[src/rtl/riscv_mmio_pkg.sv]
// Shared MMIO address map for the core's data bus peripherals.
// Used by the GPIO read mux and by the memory's range exclusion.
package riscv_mmio_pkg;

    localparam logic [31:0] GPIO_BASE_ADDR = 32'h1001_0080;

    localparam logic [31:0] OFF_OUT  = 32'h00;
    localparam logic [31:0] OFF_IN   = 32'h04;
    localparam logic [31:0] OFF_EDGE = 32'h08;
    localparam logic [31:0] OFF_SET  = 32'h0C;
    localparam logic [31:0] OFF_CLR  = 32'h10;

    typedef enum logic [2:0] {
        REG_OUT,
        REG_IN,
        REG_EDGE,
        REG_SET,
        REG_CLR,
        REG_NONE
    } gpio_reg_e;

    // Base is assumed word-aligned, so an aligned address gives an aligned offset.
    function automatic gpio_reg_e gpio_decode(
        input logic [31:0] addr,
        input logic [31:0] base
    );
        logic [31:0] off;
        off = addr - base;
        if (addr[1:0] != 2'b00) return REG_NONE;
        case (off)
            OFF_OUT:  return REG_OUT;
            OFF_IN:   return REG_IN;
            OFF_EDGE: return REG_EDGE;
            OFF_SET:  return REG_SET;
            OFF_CLR:  return REG_CLR;
            default:  return REG_NONE;
        endcase
    endfunction

endpackage

[src/rtl/gpio_sync.sv]
// Two-flop synchronizer for asynchronous inputs, synchronous reset.
// Exposes both stages so callers can build edge detectors on them.
module gpio_sync #(
    parameter int WIDTH = 8
) (
    input  logic             clk,
    input  logic             reset,
    input  logic [WIDTH-1:0] i_async,
    output logic [WIDTH-1:0] o_sync1,
    output logic [WIDTH-1:0] o_sync2
);

    logic [WIDTH-1:0] r_sync1;
    logic [WIDTH-1:0] r_sync2;

    always_ff @(posedge clk) begin
        if (reset) begin
            r_sync1 <= '0;
            r_sync2 <= '0;
        end else begin
            r_sync1 <= i_async;
            r_sync2 <= r_sync1;
        end
    end

    assign o_sync1 = r_sync1;
    assign o_sync2 = r_sync2;

endmodule

[src/rtl/gpio_mmio.sv]
// Memory-mapped GPIO: OUT with set/clear aliases, synchronized IN,
// and sticky rising-edge flags cleared by write-1.
module gpio_mmio
    import riscv_mmio_pkg::*;
#(
    parameter logic [31:0] BASE_ADDR  = GPIO_BASE_ADDR,
    parameter int          GPIO_WIDTH = 8,
    parameter int          DATA_WIDTH = 32
) (
    input  logic                  clk,
    input  logic                  reset,
    input  logic [31:0]           Address_i,
    input  logic [DATA_WIDTH-1:0] WriteData_i,
    input  logic                  MemWrite_i,
    output logic [DATA_WIDTH-1:0] ReadData_o,
    output logic                  Sel_o,
    input  logic [GPIO_WIDTH-1:0] gpio_in_i,
    output logic [GPIO_WIDTH-1:0] gpio_out_o
);

    gpio_reg_e             w_sel;
    logic [GPIO_WIDTH-1:0] w_wdata;
    logic [GPIO_WIDTH-1:0] w_clr;
    logic [GPIO_WIDTH-1:0] w_sync1;
    logic [GPIO_WIDTH-1:0] w_sync2;
    logic                  w_unused_wdata;

    logic [GPIO_WIDTH-1:0] r_out;
    logic [GPIO_WIDTH-1:0] r_sync3;
    logic [GPIO_WIDTH-1:0] r_edge;

    assign w_sel          = gpio_decode(Address_i, BASE_ADDR);
    assign Sel_o          = (w_sel != REG_NONE);
    assign w_wdata        = WriteData_i[GPIO_WIDTH-1:0];
    assign w_unused_wdata = ^{WriteData_i[DATA_WIDTH-1:GPIO_WIDTH], w_sync1};
    assign w_clr          = (MemWrite_i && w_sel == REG_EDGE) ? w_wdata : '0;

    gpio_sync #(
        .WIDTH(GPIO_WIDTH)
    ) u_sync (
        .clk    (clk),
        .reset  (reset),
        .i_async(gpio_in_i),
        .o_sync1(w_sync1),
        .o_sync2(w_sync2)
    );

    // Set wins over a same-cycle write-1-to-clear.
    always_ff @(posedge clk) begin
        if (reset) begin
            r_out   <= '0;
            r_sync3 <= '0;
            r_edge  <= '0;
        end else begin
            r_sync3 <= w_sync2;
            r_edge  <= (r_edge & ~w_clr) | (w_sync2 & ~r_sync3);
            if (MemWrite_i) begin
                case (w_sel)
                    REG_OUT: r_out <= w_wdata;
                    REG_SET: r_out <= r_out | w_wdata;
                    REG_CLR: r_out <= r_out & ~w_wdata;
                    default: ;
                endcase
            end
        end
    end

    always_comb begin
        ReadData_o = '0;
        case (w_sel)
            REG_OUT:  ReadData_o[GPIO_WIDTH-1:0] = r_out;
            REG_IN:   ReadData_o[GPIO_WIDTH-1:0] = w_sync2;
            REG_EDGE: ReadData_o[GPIO_WIDTH-1:0] = r_edge;
            default:  ;
        endcase
    end

    assign gpio_out_o = r_out;

endmodule

[config.mk]
export PLATFORM = sky130hd
export DESIGN_NAME = gpio_mmio
export DESIGN_NICKNAME = d
export VERILOG_FILES = /design/src/rtl/riscv_mmio_pkg.sv /design/src/rtl/gpio_sync.sv /design/src/rtl/gpio_mmio.sv
export SDC_FILE = /design/constraint.sdc
export NUM_CORES = 1
export LEC_CHECK = 0
export BUFFER_PORTS_ARGS = -buffer_cell sky130_fd_sc_hd__buf_2
export CORE_AREA = 2 2 78 80
export DETAILED_ROUTE_END_ITERATION = 16
export DIE_AREA = 0 0 80 82
export GPL_ROUTABILITY_DRIVEN = 0
export PLACE_DENSITY_LB_ADDON = 0.12
export SLEW_MARGIN = 0
export SYNTH_ARGS = -nofsm -noshare
export SYNTH_HDL_FRONTEND = slang
export SYNTH_SLANG_ARGS = --single-unit
[constraint.sdc]
create_clock -name clk -period 2.3 [get_ports clk]
set_input_delay 0.23 -clock clk [delete_from_list [all_inputs] [get_ports clk]]
set_output_delay 0.23 -clock clk [all_outputs]
set_load 0.01 [all_outputs]
### Word level (Yosys, flattened, before mapping)

Index checks and enable logic that the tools add are counted.

* flip-flop bits (word level): 40
* bits of input ports: 75
* output and inout bits: 41
* logic and storage cells: 36

* $add $sub $neg: 1
* equal/unequal tests: 9
* mux-type cells: 7
* bitwise operators: 8
* reduce and logical (&&, ||, !) cells: 6

Operators by type and width (count)
* 32-bit by 4-bit == test with 1-bit output (second input constant): 2
* 8-bit one-hot mux with 3 select lines: 2
* 32-bit by 3-bit == test with 1-bit output (second input constant): 1
* 32-bit by 5-bit == test with 1-bit output (second input constant): 1
* 32-bit logical NOT: 1
* 32-bit by 29-bit subtractor with 32-bit output (second input constant): 1
* 8-bit AND: 3
* 8-bit NOT: 3
* 8-bit bitwise OR: 2
* 3-bit one-hot mux with 5 select lines: 1
* 8-bit 2-to-1 mux: 1
* 3-bit by 2-bit == test with 1-bit output (second input constant): 2
* 3-bit 2-to-1 mux: 2
* 3-bit by 1-bit == test with 1-bit output (second input constant): 1
* 3-bit == test (second input constant): 1
* 3-bit logical NOT: 1
* 3-bit inequality test (second input constant): 1
* 3-bit nonzero test: 1
* 2-bit AND reduction: 1
* 2-bit nonzero test: 1
* 1-bit logical AND: 1
* 1-bit 2-to-1 mux: 1

### Longest topological paths before layout

Gate-level depths: netlist of run 1.

* word-level depth: 10
* depth in mapped cells: 10

### Modules after synthesis

A second synthesis of run 1 with hierarchy kept.

* cells, all modules: 277
* area, all modules: 2477.4 µm²

Modules (own cells, without submodules)
* gpio_mmio: instances 1, cells an instance 244, area an instance 2013.2 µm²
* gpio_sync: instances 1, cells an instance 33, area an instance 464.2 µm²

### Least setup slack after synthesis of run 1

No wires, ideal clock.

* path type: input -> output
* start: input port Address_i[7]
* end: output port ReadData_o[0]
* arrival: 2.221 ns
* data required time: 2.070 ns
* setup slack: -0.151 ns
* cell stages on the path: 9
* buffers on the path: 1
* cells stage by stage: inv_1 -> ha_1 -> nor4bb_1 -> nand4_1 -> a2111o_1 -> a2111oi_4 -> nand4_2 -> clkbuf_1 -> nor3_1

* cells in the longest elaborated chain, start to end: 6
* elaborated cells on any way between the ends: 12

Ends and longest elaborated chain
* start, declared: RTL line gpio_mmio.sv:12 `input logic [31:0] Address_i,`
* 32-bit by 29-bit subtractor with 32-bit output *: RTL line riscv_mmio_pkg.sv:28 `off = addr - base;`
* 32-bit by 5-bit == test with 1-bit output (tied with other cells): RTL line riscv_mmio_pkg.sv:30 `case (off)`
* 3-bit one-hot mux with 5 select lines *: RTL line riscv_mmio_pkg.sv:30
* 3-bit 2-to-1 mux *: RTL line riscv_mmio_pkg.sv:30
* 3-bit by 2-bit == test with 1-bit output (tied with other cells): RTL line gpio_mmio.sv:70 `case (w_sel)`
* 8-bit one-hot mux with 3 select lines *: RTL line gpio_mmio.sv:70
* end, declared: RTL line gpio_mmio.sv:15 `output logic [DATA_WIDTH-1:0] ReadData_o,`

Every way passes the cells marked *; elsewhere a longest branch is shown, timed or not.

### Final worst setup path of run 1

* start: input port Address_i[8]
* end: output port ReadData_o[3]

The elaborated chain is that of the path after synthesis.

==> results of run 1 <==
## layout make-up
cell class                 instances  area, µm²  share of cell area (%)
tap                               75      93.84                   2.843
sequential                        40      800.8                   24.26
inverter                          23      91.34                   2.767
clock buffer                       6      82.58                   2.502
clock inverter                     2      38.79                   1.175
timing repair buffer             105      715.7                   21.68
multi-input combinational        205       1478                   44.77
## kinds of logic (layout without fill, tap and decap cells)
| kind of cell | count (synthesis) | in the layout | synth area share, % |
|---|---|---|---|
| other | 1 | 24 | 0.1637 |
| buffers and inverters | 58 | 136 | 13.82 |
| AND/OR/NAND/NOR | 110 | 110 | 26.49 |
| AO/OA/AOI/OAI | 58 | 58 | 18.90 |
| multiplexers | 10 | 10 | 4.369 |
| adder cells (fa/ha/maj) | 1 | 1 | 0.5461 |
| XOR/XNOR | 2 | 2 | 0.7647 |
| flip-flops | 40 | 40 | 34.95 |
## power breakdown
| group | internal [mW] | total (mW) | switching [mW] |
|---|---|---|---|
| clock network | 0.355 | 0.614 | 0.259 |
| registers | 0.717 | 0.727 | 0.00979 |
| logic | 0.117 | 0.278 | 0.160 |
| total | 1.19 | 1.62 | 0.430 |
## synth_stat cells, types with 2 or more instances
master     count  area, µm²
clkbuf_1       7      26.28
o311ai_0       3      26.28
a32oi_1        2      17.52
nor2_1        26      97.59
or2_2          3      18.77
nor4_1        11      68.82
mux2i_1       10      100.1
nor3_1        15      75.07
dfxtp_1       40      800.8
o311ai_1       5      43.79
nor2b_1       25      156.4
nand2_1       13      48.80
o21ai_0        5      25.02
buf_4         24      180.2
a31oi_1        3      18.77
o31ai_1        9      67.56
nand4_1        4      25.02
buf_1          2      7.510
and2_1         2      12.51
inv_1         23      86.33
a211oi_1       2      15.01
a21oi_1       14      70.07
o2bb2ai_1      8      70.07
## through the flow
stage	hold WS (ns)	setup WS [ns]
6_report	0.1289	-0.1843
5_1_grt	0.1265	-0.3396
4_1_cts	0.1283	-0.2243
3_5_place_dp	0.4227	-0.4019
3_3_place_gp	0.4172	-0.2270
2_1_floorplan	0.3141	0.002476
## registers in the layout, summed over array words and instances, names as in the netlist
name,count
u_sync.o_sync2,8
r_edge,8
gpio_out_o,8
u_sync.o_sync1,8
r_sync3,8
## critical path, delay by kind of cell
kind | cells | cell delay (ns)
AO/OA/AOI/OAI | 2 | 0.68
adder cells (fa/ha/maj) | 1 | 0.24
buffers and inverters | 4 | 0.46
AND/OR/NAND/NOR | 4 | 0.64
## routing by layer
layer	global-route usage (%)	vias to the layer above	share of wire (%)
li1	-	1150	-
met1	27.13	1040	47
met2	31.92	81	45
met3	4.176	10	5.8
met4	9.831	0	1.7
met5	0	-	0
## timing repair
item,in CTS,in global routing
buffers inserted,2,1
pin swaps,15,4
gates cloned,3,0
resized for setup,21,10
setup endpoints to repair,12,25
## worst paths after layout
check                            endpoint
min reg2reg  u_sync.o_sync2[7]$_SDFF_PP0_
max                         ReadData_o[3]
min          u_sync.o_sync1[3]$_SDFF_PP0_
max reg2reg          r_edge[6]$_SDFF_PP0_
==> impl_metrics.csv, run 1 <==
group,metric,value,unit
worst_setup_path,worstSetupPathType,"in -> out",
sta,fin_crit,2.484,ns
global_route,grt_start_max_net_pins,27,
sta,rsz0062_at_grt,"true",
detailed_routing,antenna_left,0,
min_path,hold_path_depth,2,
sta,finalHoldViolCount,0,
global_route,grt_usage,20.48,%
sta,report.final.slew_viol_count,0,
global_route,grt_pass1_wl,10190,µm
synthesis,ys_async_sr_fraction,0,%
worst_setup_path,r2r-start,"u_sync.o_sync2[6]$_SDFF_PP0_",
synthesis,ys_ff_latch,40,
status,failed_checks,"negative setup slack",
synthesis,ys_warn_count,0,
synthesis,netlist_instances,280,
layout,drive_above_1_share,37.80,%
place,dp_hpwl,4519,µm
synthesis,synth-edff-count,0,
power,vdd_drop_max,0.2969,mV
sta,fin_crit_sh,108.0,%
power,p_leak,1.470,nW
min_path,min_from,"gpio_in_i[3]",
worst_setup_path,path_cells,"buf_8 > inv_4 > ha_4 > nor4bb_4 > nand4_1 > a2111o_1 > a2111oi_4 > nand4_4 > buf_12 > nor3_4 > buf_2",
worst_setup_path,critPathLaunch,"Address_i[8]",
min_path,hold_path.class,"in -> reg",
worst_setup_path,endpoint_kind,"output port",
layout,fin_util,57.45,%
worst_setup_path,cpMaxStageDelayCell,"a2111o_1",
synthesis,ys_seq_area_share,34.95,%
sta,slew_headroom,39.64,%
floorplanning,fp.coreArea,5746,µm²
floorplanning,start_util,39.87,%
cts,cts_buffers,5,
worst_setup_path,crit_fanout,5,
floorplanning,die_h,82,µm
cts,clk_pin_slew_worst_paths,0.08,ns
synthesis,synth.distinct_cells,47,
layout,final_common_cell,"buf_2",
place,io_buffers,67,
detailed_routing,routed_wl,6350,µm
power,finalPower,1.619,mW
layout,fin_area,3301,µm²
synthesis,synth.avg_cell_area,8.182,µm²
floorplanning,ioPinCount,116,
detailed_routing,num_vias,2281,
floorplanning,die_width,80,µm
place,placed_cells,442,
detailed_routing,firstDrtPassIters,4,
status,status,"finished with violations",
layout,syn_to_final_growth,44.07,%
layout,final_cells,456,
synthesis,synth_flop_cell,"dfxtp_1",
sta,max_freq,0.4025,GHz
cts,ctsLongestPathBuffers,2,
sta,fin_setup_tns,-2.783,ns
place,dpl_cell_area,2923,µm²
sta,tightest_slew,0.8994,ns
power,powerDensity,490.4,nW/µm²
cts,htree_levels,2,
detailed_routing,detail_route.wl_per_cell,13.93,µm
detailed_routing,drc,0,
layout,nFillCells,572,
flow_run,max_cap_violations,0,
cts,ctsRootBufferMaster,"clkbuf_8",
global_route,antenna_found_initial,0,
synthesis,synth.cell_area,2291,µm²
layout,final_cell_mix,"65 x buf_2, 40 x dfxtp_1, 34 x buf_4, 26 x nor2_1, 25 x nor2b_1",
worst_setup_path,cp.arrival,2.25,ns
floorplanning,rows,28,
detailed_routing,dr.first_iter.drc_count,150,
cts,cts_sinks,40,
worst_setup_path,cpPeakStageDelay,0.35,ns
cts,clk-insertion-delay-late,0.30,ns
global_route,grt_pass1_vias,2143,
floorplanning,fp.dieArea,6560,µm²
sta,skew,0.005364,ns
detailed_routing,viasPerCell,5.002,
worst_setup_path,cp.required,2.07,ns
worst_setup_path,start_kind,"primary input",
layout,antenna_cells,0,
sta,layout_setup_ws,-0.1843,ns
global_route,gr-total-overflow,0,
cts,cts_tree,"done",
worst_setup_path,reg2reg_slack,1.57,ns
sta,finalSetupViolCount,25,
layout,nets,456,
worst_setup_path,reg2regPathDepth,2,
cts,hold_buffers,0,
Note: power is estimated with default switching activity, not from simulation.
==> inputs of run 2 (changes only) <==
--- a/config.mk
+++ b/config.mk
@@ -6,12 +6,15 @@
 export NUM_CORES = 1
 export LEC_CHECK = 0
 export BUFFER_PORTS_ARGS = -buffer_cell sky130_fd_sc_hd__buf_2
-export CORE_AREA = 2 2 78 80
+export CELL_PAD_IN_SITES_DETAIL_PLACEMENT = 1
+export CELL_PAD_IN_SITES_GLOBAL_PLACEMENT = 1
+export CORE_AREA = 2 2 92 94
 export DETAILED_ROUTE_END_ITERATION = 16
-export DIE_AREA = 0 0 80 82
+export DIE_AREA = 0 0 94 96
 export GPL_ROUTABILITY_DRIVEN = 0
 export PLACE_DENSITY_LB_ADDON = 0.12
 export SLEW_MARGIN = 0
 export SYNTH_ARGS = -nofsm -noshare
 export SYNTH_HDL_FRONTEND = slang
 export SYNTH_SLANG_ARGS = --single-unit
+export TNS_END_PERCENT = 10
==> run 2 against run 1 <==
Against the previous run: the run still ends with negative setup slack left; sequential power is essentially flat; clock power shrank 3%; combinational power grew 7%; worst setup slack lost 0.036 ns; flip-flop and latch count is the same; fmax shrank 1.4%; cell count grew 7.7%; via count grew 2.8%; routed wire length grew 15%; sequential share of layout area shrank 0.82 points; worst hold slack gained 0.0065 ns; clock-buffer cell count shrank 1; critical path type unchanged; critical endpoint is now ReadData_o[4]; largest cell class unchanged.
==> impl_metrics.csv, run 2 (same netlist as run 1, synthesis figures left out) <==
group,metric,value,unit
layout,antenna_cells,0,
power,powerDensity,474.9,nW/µm²
cts,cts_sinks,40,
place,dpl_cell_area,2998,µm²
layout,syn_to_final_growth,49.10,%
detailed_routing,dr.first_iter.drc_count,35,
worst_setup_path,path_cells,"buf_6 > nor4_4 > nand2_2 > a2111o_1 > a2111oi_4 > nand4_4 > buf_12 > nor3_4 > buf_2",
power,clock_power_share,36.8,%
power,finalPower,1.622,mW
global_route,grt_start_max_net_pins,23,
sta,max_freq,0.3967,GHz
worst_setup_path,worstSetupPathType,"in -> out",
layout,drive_above_1_share,40.67,%
worst_setup_path,cp_num_buf_inv,3,
power,vdd_drop_max,0.2397,mV
sta,fin_crit_sh,109.6,%
global_route,gr-total-overflow,0,
cts,ctsRootBufferMaster,"clkbuf_8",
detailed_routing,firstDrtPassIters,4,
power,p_leak,1.485,nW
worst_setup_path,cp.arrival,2.29,ns
sta,report.final.slew_viol_count,0,
sta,slew_headroom,28.97,%
floorplanning,rows,33,
flow_run,max_cap_violations,0,
detailed_routing,drc,0,
global_route,antenna_found_initial,0,
detailed_routing,num_vias,2345,
status,status,"finished with violations",
cts,htree_levels,2,
detailed_routing,routed_wl,7328,µm
status,failed_checks,"negative setup slack",
layout,final_common_cell,"buf_2",
detailed_routing,antenna_left,0,
global_route,grt_pass1_wl,11340,µm
sta,finalSetupViolCount,17,
layout,final_cells,491,
detailed_routing,viasPerCell,4.776,
sta,skew,0.007117,ns
place,dp_hpwl,5475,µm
power,pwr-share-comb,18.3,%
layout,fin_area,3416,µm²
sta,layout_setup_ws,-0.2207,ns
cts,ctsLongestPathBuffers,2,
cts,clk-insertion-delay-late,0.30,ns
sta,tightest_slew,1.058,ns
cts,cts_buffers,5,
cts,clk_pin_slew_worst_paths,0.08,ns
worst_setup_path,cp.required,2.07,ns
sta,finalHoldViolCount,0,
sta,rsz0062_at_grt,"true",
worst_setup_path,cpPeakStageDelay,0.42,ns
place,io_buffers,67,
floorplanning,fp.coreArea,8051,µm²
worst_setup_path,crit_fanout,7,
layout,final_cell_mix,"62 x buf_2, 40 x dfxtp_1, 39 x buf_4, 26 x nor2_1, 25 x nor2b_1",
power,p_int,1.171,mW
floorplanning,die_width,94,µm
floorplanning,ioPinCount,116,
worst_setup_path,cpMaxStageDelayCell,"nor4_4",
layout,fin_util,42.42,%
worst_setup_path,start_kind,"primary input",
layout,nets,461,
min_path,hold_path.class,"in -> reg",
power,netSwitchingPower,0.4511,mW
power,p_sw_share,27.81,%
cts,cts_tree,"done",
detailed_routing,detail_route.wl_per_cell,14.92,µm
floorplanning,die_h,96,µm
layout,nFillCells,1006,
worst_setup_path,crit_family,"simple AND/OR/NAND/NOR gates",
global_route,grt_usage,16.23,%
sta,fin_crit,2.521,ns
worst_setup_path,endpoint_kind,"output port",
global_route,grt_pass1_vias,2294,
cts,hold_buffers,0,
floorplanning,start_util,28.45,%
place,placed_cells,477,
floorplanning,fp.dieArea,9024,µm²
power,seq_power_share,44.8,%
## run 2: cell count changes in the layout (fill, tap and decap cells not counted), sizes merged
cell,before,now
buf,103,109
clkbuf,7,5
clkinv,1,2
## run 2: power by group through the flow
stage	logic [mW]	clock network, mW	registers (mW)
finish	0.297	0.598	0.727
global route	0.327	0.645	0.730
detailed placement	0.268	0	0.744
CTS	0.287	0.612	0.728
floorplan	0.157	0	0.739
global placement	0.262	0	0.743
## run 2: repair_timing
item,in CTS,in global routing
gates cloned,2,0
pin swaps,18,9
hold endpoints to repair,0,0
resized for setup,26,14
setup buffers,2,3
endpoints found under the setup margin,12,25
## run 2: path summary, 6_finish.rpt
kind	startpoint	to	slack (ns)	cells after the start
worst max-delay path	Address_i[21]	ReadData_o[4]	-0.22	9
worst min-delay path	gpio_in_i[7]	u_sync.o_sync1[7]$_SDFF_PP0_	0.14	2
worst max register to register	u_sync.o_sync2[1]$_SDFF_PP0_	r_edge[1]$_SDFF_PP0_	1.55	2
worst min register to register	u_sync.o_sync1[2]$_SDFF_PP0_	u_sync.o_sync2[2]$_SDFF_PP0_	0.44	1
## run 2: worst reg2reg max path, stage by stage, from the launching register on
cell and delay, ns:
dfxtp_1 0.38, nor2b_1 0.20, o2bb2ai_1 0.12
## run 2: per-stage QoR
| step | setup TNS [ns] | setup WS, ns | hold slack [ns] |
|---|---|---|---|
| finish | -2.092 | -0.2207 | 0.1354 |
| global route | -4.584 | -0.3520 | 0.1283 |
| CTS | -2.760 | -0.2177 | 0.1291 |
| global placement | -6.085 | -0.2979 | 0.4180 |
| detailed placement | -6.534 | -0.3510 | 0.4258 |
| floorplan | 0 | 0.002476 | 0.3141 |
## run 2: layer usage
metal	part of all wire, %	GRT usage, %	vias up
met5	0	0	-
met4	1.3	4.348	0
li1	-	-	1155
met3	5.0	2.584	8
met2	47	27.68	65
met1	47	21.38	1117
## run 2: final cells by class
type / count / area, µm² / share of cell area [%]
inverters: 23 / 91.34 / 2.674
clock buffers: 5 / 68.82 / 2.015
flip-flops and latches: 40 / 800.8 / 23.44
clock inverters: 3 / 47.55 / 1.392
multi-input cells: 205 / 1525 / 44.65
well taps: 105 / 131.4 / 3.846
repair buffers: 110 / 750.7 / 21.98
==> inputs of run 3 (changes only) <==
--- a/config.mk
+++ b/config.mk
@@ -6,11 +6,9 @@
 export NUM_CORES = 1
 export LEC_CHECK = 0
 export BUFFER_PORTS_ARGS = -buffer_cell sky130_fd_sc_hd__buf_2
-export CELL_PAD_IN_SITES_DETAIL_PLACEMENT = 1
-export CELL_PAD_IN_SITES_GLOBAL_PLACEMENT = 1
-export CORE_AREA = 2 2 92 94
+export CORE_AREA = 2 2 78 80
 export DETAILED_ROUTE_END_ITERATION = 16
-export DIE_AREA = 0 0 94 96
+export DIE_AREA = 0 0 80 82
 export GPL_ROUTABILITY_DRIVEN = 0
 export PLACE_DENSITY_LB_ADDON = 0.12
 export SLEW_MARGIN = 0
==> run 3 against run 2 <==
Against the previous run: the run still ends with negative setup slack left; sequential share of layout area is 0.90 points higher; worst hold slack worse by 0.0056 ns; critical path depth is 2 higher; design area is 3.7% lower; die area is 27% lower; total power is 0.35% lower; register-to-register slack better by 0.02 ns; critical path type unchanged.
==> impl_metrics.csv, run 3 (same netlist as run 1, synthesis figures left out) <==
group,metric,value,unit
floorplanning,die_width,80,µm
sta,fin_crit,2.490,ns
detailed_routing,drc,0,
layout,antenna_cells,0,
cts,cts_tree,"done",
layout,drive_above_1_share,37.63,%
worst_setup_path,crit_fanout,4,
power,p_leak,1.472,nW
layout,nFillCells,573,
worst_setup_path,worstSetupPathType,"in -> out",
layout,multi_input_area,1469,µm²
worst_setup_path,cp.arrival,2.26,ns
floorplanning,fp.dieArea,6560,µm²
sta,tightest_slew,0.8877,ns
place,placed_cells,442,
place,dp_worst_setup_slack,-0.4019,ns
cts,htree_levels,2,
cts,hold_buffers,0,
place,dp_hpwl,4519,µm
status,failed_checks,"negative setup slack",
sta,fin_crit_sh,108.2,%
sta,max_freq,0.4017,GHz
global_route,grt_pass1_vias,2142,
cts,clk-insertion-delay-late,0.30,ns
detailed_routing,firstDrtPassIters,4,
floorplanning,start_util,39.87,%
sta,slew_headroom,40.43,%
sta,layout_setup_ws,-0.1897,ns
cts,cts_buffers,5,
layout,register_area,800.8,µm²
cts,ctsRootBufferMaster,"clkbuf_8",
power,powerDensity,491.4,nW/µm²
detailed_routing,detail_route.wl_per_cell,13.91,µm
layout,nets,455,
floorplanning,fp.coreArea,5746,µm²
worst_setup_path,start_kind,"primary input",
layout,final_cells,455,
status,status,"finished with violations",
layout,syn_to_final_growth,43.58,%
sta,finalSetupViolCount,25,
power,vdd_drop_max,0.2950,mV
worst_setup_path,cp.required,2.07,ns
min_path,hold_path.class,"in -> reg",
detailed_routing,dr.first_iter.drc_count,121,
floorplanning,rows,28,
place,io_buffers,67,
detailed_routing,routed_wl,6327,µm
sta,fin_setup_tns,-2.736,ns
sta,rsz0062_at_grt,"true",
detailed_routing,viasPerCell,4.952,
sta,finalHoldViolCount,0,
global_route,grt_start_max_net_pins,27,
detailed_routing,num_vias,2253,
cts,clk_pin_slew_worst_paths,0.08,ns
global_route,antenna_found_initial,0,
worst_setup_path,endpoint_kind,"output port",
cts,cts_sinks,40,
global_route,gr-total-overflow,0,
layout,final_cell_mix,"65 x buf_2, 40 x dfxtp_1, 33 x buf_4, 26 x nor2_1, 25 x nor2b_1",
layout,final_common_cell,"buf_2",
floorplanning,ioPinCount,116,
sta,whs,0.1299,ns
global_route,grt_usage,20.48,%
detailed_routing,antenna_left,0,
cts,ctsLongestPathBuffers,2,
sta,report.final.slew_viol_count,0,
floorplanning,die_h,82,µm
power,finalPower,1.616,mW
global_route,grt_pass1_wl,10190,µm
flow_run,max_cap_violations,0,
sta,skew,0.004398,ns
[run 3: cell count changes in the layout (fill, tap and decap cells not counted), moves of 2 or more]
cell,before,now
o311ai_1,1,3
buf_6,4,0
buf_4,39,33
nor4_1,3,8
o311ai_4,2,0
o311ai_0,2,0
o311ai_2,3,5
buf_2,62,65
nor4_2,8,2
[run 3: critical path: stages]
cell,delay [ns]
buf_8,0.08
inv_4,0.03
ha_4,0.24
nor4bb_4,0.20
nand4_1,0.14
a2111o_1,0.35
a2111oi_4,0.33
nand4_4,0.21
clkbuf_16,0.22
nor3_4,0.10
buf_2,0.14
[run 3: layout make-up]
cell class / count / area share, %
Clock buffer: 6 / 2.510
Clock inverter: 2 / 1.179
Inverter: 23 / 2.777
Multi-Input combinational cell: 205 / 44.66
Sequential cell: 40 / 24.34
Tap cell: 75 / 2.853
Timing Repair Buffer: 104 / 21.68
[run 3: repair_timing]
item / 4_1_cts / 5_1_grt
gates cloned: 3 / 0
endpoints found under the setup margin: 12 / 25
gates resized for setup: 21 / 8
pin swaps: 15 / 4
setup buffers: 2 / 0
[run 3: power by group]
| group | switching [mW] | internal (mW) | total, mW |
|---|---|---|---|
| registers | 0.00992 | 0.717 | 0.727 |
| logic | 0.159 | 0.117 | 0.277 |
| clock network | 0.258 | 0.355 | 0.613 |
| total | 0.428 | 1.19 | 1.62 |
[run 3: worst paths after layout]
check	from	end	slack, ns	cells past startpoint
max reg2reg	u_sync.o_sync2[6]$_SDFF_PP0_	r_edge[6]$_SDFF_PP0_	1.57	2
min reg2reg	u_sync.o_sync1[7]$_SDFF_PP0_	u_sync.o_sync2[7]$_SDFF_PP0_	0.44	1
min	gpio_in_i[3]	u_sync.o_sync1[3]$_SDFF_PP0_	0.13	2
max	Address_i[8]	ReadData_o[0]	-0.19	11
[run 3: layer usage]
layer	vias up	wire length (µm)	track usage, %
met2	66	2883	31.67
li1	1147	-	-
met4	0	111	9.831
met3	10	324	4.176
met5	-	0	0
met1	1030	3007	27.33
[run 3: per-stage QoR]
step           area [µm²]  utilization (%)
2_1_floorplan        2492                -
3_3_place_gp         2923            50.87
3_5_place_dp         2923            50.87
4_1_cts              3247            56.51
5_1_grt              3289            57.25
6_report             3289            57.25
